## src/rtl/xsw_pkg.sv

```systemverilog
// rtl/xsw_pkg.sv - shared constants and helpers for the crossbar response-return path
package xsw_pkg;

  localparam int ERR_OVF    = 0;
  localparam int ERR_ORPHAN = 1;

  // Source-ID width; a single initiator still needs one bit to carry the ID.
  function automatic int id_width(input int n);
    return (n > 1) ? $clog2(n) : 1;
  endfunction

endpackage

```

## src/rtl/xarr.sv

```systemverilog
// rtl/xarr.sv - round-robin arbiter; priority moves past the winner only on en
module xarr #(
  parameter int W = 2
) (
  input  logic         clk,
  input  logic         rstn,
  input  logic [W-1:0] req,
  input  logic         en,
  output logic [W-1:0] gnt
);

  localparam int PW = (W > 1) ? $clog2(W) : 1;

  logic [PW-1:0] ptr_q, ptr_d;
  logic [PW-1:0] idx, win;
  logic          found;
  int            t;

  always_comb begin
    gnt   = '0;
    ptr_d = ptr_q;
    idx   = '0;
    win   = '0;
    found = 1'b0;
    t     = 0;
    for (int i = 0; i < W; i++) begin
      t = int'(ptr_q) + i;
      if (t >= W) begin
        t = t - W;
      end
      idx = t[PW-1:0];
      if (!found && req[idx]) begin
        found = 1'b1;
        win   = idx;
      end
    end
    if (found) begin
      gnt[win] = 1'b1;
    end
    // Holding the pointer while the winner waits keeps the grant lock-free.
    if (en && found) begin
      ptr_d = (win == PW'(W - 1)) ? '0 : win + PW'(1);
    end
  end

  always_ff @(posedge clk or negedge rstn) begin
    if (!rstn) begin
      ptr_q <= '0;
    end else begin
      ptr_q <= ptr_d;
    end
  end

endmodule

```

## src/rtl/xsw_id_fifo.sv

```systemverilog
// rtl/xsw_id_fifo.sv - per-target FIFO of granted source IDs, in acceptance order
module xsw_id_fifo #(
  parameter int DEPTH = 4,
  parameter int IW    = 1
) (
  input  logic          clk,
  input  logic          rstn,
  input  logic          push,
  input  logic [IW-1:0] din,
  input  logic          pop,
  output logic [IW-1:0] head,
  output logic          empty,
  output logic          full,
  output logic          ovf
);

  localparam int PW = $clog2(DEPTH);
  localparam int CW = $clog2(DEPTH + 1);

  logic [IW-1:0] mem_q [DEPTH];
  logic [IW-1:0] mem_d [DEPTH];
  logic [PW-1:0] wr_ptr_q, wr_ptr_d;
  logic [PW-1:0] rd_ptr_q, rd_ptr_d;
  logic [CW-1:0] count_q, count_d;
  logic          do_push, do_pop;

  assign empty = (count_q == '0);
  assign full  = (count_q == CW'(DEPTH));
  assign head  = mem_q[rd_ptr_q];

  // A pop frees the slot in the same cycle, so push+pop is accepted even when full.
  assign do_pop  = pop & ~empty;
  assign do_push = push & (~full | do_pop);
  assign ovf     = push & full & ~do_pop;

  always_comb begin
    mem_d    = mem_q;
    wr_ptr_d = wr_ptr_q;
    rd_ptr_d = rd_ptr_q;
    count_d  = count_q;
    if (do_push) begin
      mem_d[wr_ptr_q] = din;
      wr_ptr_d        = wr_ptr_q + PW'(1);
    end
    if (do_pop) begin
      rd_ptr_d = rd_ptr_q + PW'(1);
    end
    if (do_push && !do_pop) begin
      count_d = count_q + CW'(1);
    end else if (do_pop && !do_push) begin
      count_d = count_q - CW'(1);
    end
  end

  always_ff @(posedge clk or negedge rstn) begin
    if (!rstn) begin
      mem_q    <= '{default: '0};
      wr_ptr_q <= '0;
      rd_ptr_q <= '0;
      count_q  <= '0;
    end else begin
      mem_q    <= mem_d;
      wr_ptr_q <= wr_ptr_d;
      rd_ptr_q <= rd_ptr_d;
      count_q  <= count_d;
    end
  end

endmodule

```

## src/rtl/xsw_rsp_return.sv

```systemverilog
// rtl/xsw_rsp_return.sv - routes target responses back to the requesting initiator
module xsw_rsp_return
  import xsw_pkg::*;
#(
  parameter  int N     = 2,
  parameter  int M     = 2,
  parameter  int DW    = 8,
  parameter  int DEPTH = 4,
  localparam int IW    = id_width(N)
) (
  input  logic            clk,
  input  logic            rstn,
  input  logic [M-1:0]    req_fire,
  input  logic [M*IW-1:0] req_src,
  output logic [M-1:0]    full_o,
  input  logic [M-1:0]    rvld_i,
  input  logic [M*DW-1:0] rdat_i,
  output logic [M-1:0]    rgnt_i,
  output logic [N-1:0]    rvld_o,
  output logic [N*DW-1:0] rdat_o,
  input  logic [N-1:0]    rgnt_o,
  output logic [1:0]      err_o
);

  logic [IW-1:0] head [M];
  logic [M-1:0]  empty, full, ovf, pop;
  logic [M-1:0]  cand [N];
  logic [M-1:0]  gnt  [N];
  logic [N-1:0]  xfer;
  logic [1:0]    err_q, err_d;

  for (genvar m = 0; m < M; m++) begin : g_tgt
    assign pop[m] = rvld_i[m] & rgnt_i[m];

    xsw_id_fifo #(
      .DEPTH (DEPTH),
      .IW    (IW)
    ) u_fifo (
      .clk   (clk),
      .rstn  (rstn),
      .push  (req_fire[m]),
      .din   (req_src[m*IW +: IW]),
      .pop   (pop[m]),
      .head  (head[m]),
      .empty (empty[m]),
      .full  (full[m]),
      .ovf   (ovf[m])
    );
  end

  for (genvar n = 0; n < N; n++) begin : g_ini
    // No bypass: a target is routable only once its ID is already registered.
    always_comb begin
      cand[n] = '0;
      for (int m = 0; m < M; m++) begin
        cand[n][m] = rvld_i[m] & ~empty[m] & (head[m] == IW'(n));
      end
    end

    assign rvld_o[n] = |cand[n];
    assign xfer[n]   = rvld_o[n] & rgnt_o[n];

    xarr #(
      .W (M)
    ) u_arb (
      .clk  (clk),
      .rstn (rstn),
      .req  (cand[n]),
      .en   (xfer[n]),
      .gnt  (gnt[n])
    );

`ifndef SYNTHESIS
    always @(posedge clk) begin
      if (rstn) begin
        assert ($onehot0(gnt[n]));
      end
    end
`endif
  end

  // A target can only be granted by the initiator its head names, so OR-ing is exact.
  always_comb begin
    rdat_o = '0;
    rgnt_i = '0;
    for (int n = 0; n < N; n++) begin
      for (int m = 0; m < M; m++) begin
        if (gnt[n][m]) begin
          rdat_o[n*DW +: DW] = rdat_o[n*DW +: DW] | rdat_i[m*DW +: DW];
          rgnt_i[m]          = rgnt_i[m] | rgnt_o[n];
        end
      end
    end
  end

  always_comb begin
    err_d             = err_q;
    err_d[ERR_OVF]    = err_q[ERR_OVF] | (|ovf);
    err_d[ERR_ORPHAN] = err_q[ERR_ORPHAN] | (|(rvld_i & empty));
  end

  always_ff @(posedge clk or negedge rstn) begin
    if (!rstn) begin
      err_q <= '0;
    end else begin
      err_q <= err_d;
    end
  end

  assign full_o = full;
  assign err_o  = err_q;

endmodule

```

## config.mk

```make
export PLATFORM = sky130hd
export DESIGN_NAME = xsw_rsp_return
export DESIGN_NICKNAME = d
export VERILOG_FILES = /design/src/rtl/xsw_pkg.sv /design/src/rtl/xarr.sv /design/src/rtl/xsw_id_fifo.sv /design/src/rtl/xsw_rsp_return.sv
export SDC_FILE = /design/constraint.sdc
export NUM_CORES = 1
export LEC_CHECK = 0
export CAP_MARGIN = 5
export CORE_MARGIN = 2
export CORE_UTILIZATION = 43
export DETAILED_ROUTE_END_ITERATION = 16
export GPL_ROUTABILITY_DRIVEN = 1
export PLACE_DENSITY = 0.77
export SYNTH_ARGS = -nofsm -noshare
export SYNTH_HDL_FRONTEND = slang
export SYNTH_HIERARCHICAL = 1
export SYNTH_SLANG_ARGS = --single-unit
```

## constraint.sdc

```tcl
create_clock -name clk -period 3.49 [get_ports clk]
set_clock_uncertainty 0.1 [all_clocks]
set_input_delay 0.8725 -clock clk [delete_from_list [all_inputs] [get_ports clk]]
set_output_delay 0.8725 -clock clk [all_outputs]
set_load 0.03 [all_outputs]
```

==> results.cfg <==
[outcome]
outcome = completed

[setup_path]
max_stage_delay_ns = 0.57
required_ns = 3.55
critPathCaptureType = flip-flop
crit_slowest_cell = mux4_2
cp_cell_sequence = mux4_2 -> nand3b_1 -> inv_2 -> buf_4 -> a21boi_1 -> a22o_2 -> and2_4 -> nor4b_4 -> nor2b_2 -> ha_2 -> inv_1 -> fa_1 -> mux2_2
cp-start-kind = flip-flop
path_max_fanout = 3
crit_arrival_ns = 3.46
critPathKind = flip-flop to flip-flop

[clock_network]
cts_max_path_buffers = 2
postCtsHoldBufs = 0
cts_tree = yes
h-tree-depth = 1
numCtsBuffers = 3
clock_latency_ns = 0.27
clkSinkCount = 26
clock-root-buffer = clkbuf_8
clk_pin_slew_ns = 0.09

[cells_and_area]
diodes = 0
final_util_pct = 68.4
drive_gt1_share_pct = 33.8
final_cells = 279
fillers = 298
final_nets = 270
area_growth_pct = 50.3

[yosys]
yosys_register_bits = 26
syn_area_um2 = 1690
synth.avg_cell_area_um2 = 11.4
syn_nets = 186
synth.top_cell.area_share_pct = 38.5
synth.area.top_cells = dfrtp_1 (38%), a22o_1 (9.3%), ha_1 (7.4%)
synth.distinct_cells = 30
yosys.area.top_type = dfrtp_1
yosys_warnings = 6
yosysSeqAreaShare_pct = 38.5
synth_cells = 148

[routing]
drt_pre_antenna_iters = 4
vias = 1451
antenna_left = 0
routed_via_density = 5.20
detail_route.wl_per_cell_um = 15.2
detail_route.iter0.violations = 49
routed_wl_um = 4240
drc = 0

[power]
leakage_nw = 1.20
peakVddDrop_v = 0.000349
powerDensity_nw_per_um2 = 1000
p_total_w = 0.00254

[timing]
max_freq_mhz = 294
fin_crit_ns = 3.40
slew_headroom_pct = 78.1
post-route-period-util_pct = 97.3
worstMarginPinSlew_ns = 0.329
slew_violations = 0
hold_slack_ns = 0.380
hold_viol = 0
finalSetupViolCount = 0
setup_tns_ns = 0

[floorplan]
die_h_um = 66.7
die-area_um2 = 4450
io-pin-count = 50
die_w_um = 66.7
coreArea_um2 = 3720
fp-row-count = 22
start_util_pct = 45.5

[grt]
gr-usage-all-layers_pct = 19.3
grt_max_degree = 27
grt.overflow.total = 0
antenna_found_initial = 0
grt_pass1_vias = 1498
grt_pass1_wl_um = 6420

[place]
gp_congestion = 0.794
detailed_place_hpwl_um = 3320
dp.cells = 266
portBuffers = 49

[min_path]
hp-class = flip-flop to flip-flop

[run]
cap_viol_max_count = 0
layer usage:
layer / wire (um) / global-route usage, % / vias up
li1: - / - / 690
met1: 1710 / 20.7 / 698
met2: 2160 / 37.1 / 56
met3: 309 / 4.22 / 7
met4: 55 / 5.61 / 0
met5: 0 / 0 / -
timing repair:
item                       in CTS  in global routing
resized for setup               2                 12
buffers inserted                1                  8
setup endpoints to repair      12                 16
pin swaps                       1                  6
power by group:
group | leakage [nW] | internal, W | switching, W | total (W)
clock | 0.0357 | 0.000153 | 0.0000909 | 0.000244
combinational | 0.868 | 0.000850 | 0.000836 | 0.00169
sequential | 0.299 | 0.000452 | 0.000158 | 0.000610
critical path: cells and delay by family, from the launching register on:
kind / cells / cell delay (ns)
AO/OA/AOI/OAI: 2 / 0.37
adder cells (fa/ha/maj): 2 / 0.59
buffers and inverters: 3 / 0.25
flip-flops: 1 / 0.41
multiplexers: 2 / 0.84
AND/OR/NAND/NOR: 4 / 0.74
sequential cells by signal, summed over array words and instances (netlist names):
register / count
g_tgt.u_fifo/mem_q: 8
g_tgt.u_fifo/wr_ptr_q: 4
g_ini.u_arb/ptr_q: 2
g_tgt.u_fifo/rd_ptr_q: 4
g_tgt.u_fifo/count_q: 6
err_o: 2
cell usage after synthesis:
cell / instances
xnor2_1: 8
or2_1: 1
mux2_1: 10
a221o_1: 1
ha_1: 10
dfrtp_1: 26
a22o_1: 18
o21a_1: 1
fa_1: 2
mux2_2: 2
nor4b_4: 2
nor3b_2: 2
and2_1: 2
a21boi_0: 2
and3b_1: 2
nor3_1: 2
xor2_1: 4
a21oi_1: 2
nor2b_2: 2
nand3b_1: 4
inv_1: 10
mux4_2: 2
or3_1: 1
a31oi_1: 2
nor3b_1: 2
nand2b_1: 2
a21boi_1: 3
buf_6: 4
nand2_1: 9
nor2_1: 10
path summary, 6_finish.rpt:
check | from | to | slack (ns) | cells after the start
hold reg to reg | err_o[0]$_DFF_PN0_ | err_o[0]$_DFF_PN0_ | 0.38 | 1
max in group asynchronous | rstn | g_tgt[0].u_fifo/mem_q[3]$_DFFE_PN0P_ | 2.18 | 2
setup / recovery | g_tgt[1].u_fifo/rd_ptr_q[0]$_DFFE_PN0P_ | g_tgt[1].u_fifo/count_q[1]$_DFFE_PN0P_ | 0.09 | 13
hold / removal | err_o[0]$_DFF_PN0_ | err_o[0]$_DFF_PN0_ | 0.38 | 1
min in group asynchronous | rstn | g_tgt[1].u_fifo/wr_ptr_q[0]$_DFFE_PN0P_ | 0.86 | 2
setup reg to reg | g_tgt[1].u_fifo/rd_ptr_q[0]$_DFFE_PN0P_ | g_tgt[1].u_fifo/count_q[1]$_DFFE_PN0P_ | 0.09 | 13
placed cells by master, fill, tap and decap left out, types with 3 or more instances in the layout:
cell              n
nand3b_1          4
xnor2_1           8
clkdlybuf4s50_1  28
xor2_1            4
ha_1              8
dfrtp_1          26
a22o_1           16
mux2_1           10
clkbuf_8          3
nand2_1           9
inv_1             9
nor2_1           10
buf_4            52
area by class of cell:
cell class	instances	area (um2)	area share [%]
Timing Repair Buffer	83	707	27.8
Clock buffer	3	41.3	1.63
Inverter	10	37.5	1.48
Multi-Input combinational cell	108	1010	39.9
Sequential cell	26	651	25.6
Tap cell	48	60.1	2.36
Clock inverter	1	30.0	1.18
per-stage QoR:
step	area (um2)	setup WS (ns)
3_5_place_dp	2360	-0.367
6_report	2540	0.0934
5_1_grt	2540	-0.0214
3_3_place_gp	2360	-0.233
2_1_floorplan	1720	0.00572
4_1_cts	2440	0.0125
cells by family after synthesis:
family	share of synthesized area (%)
buffers and inverters	4.89
xor gates and xnor gates	6.22
AOI/OAI and AO/OA	13.9
DFF	38.5
and+or+nand+nor	16.1
muxes	10.7
adders and majority gates	9.77
No activity file was read; power rests on OpenSTA's default activity.
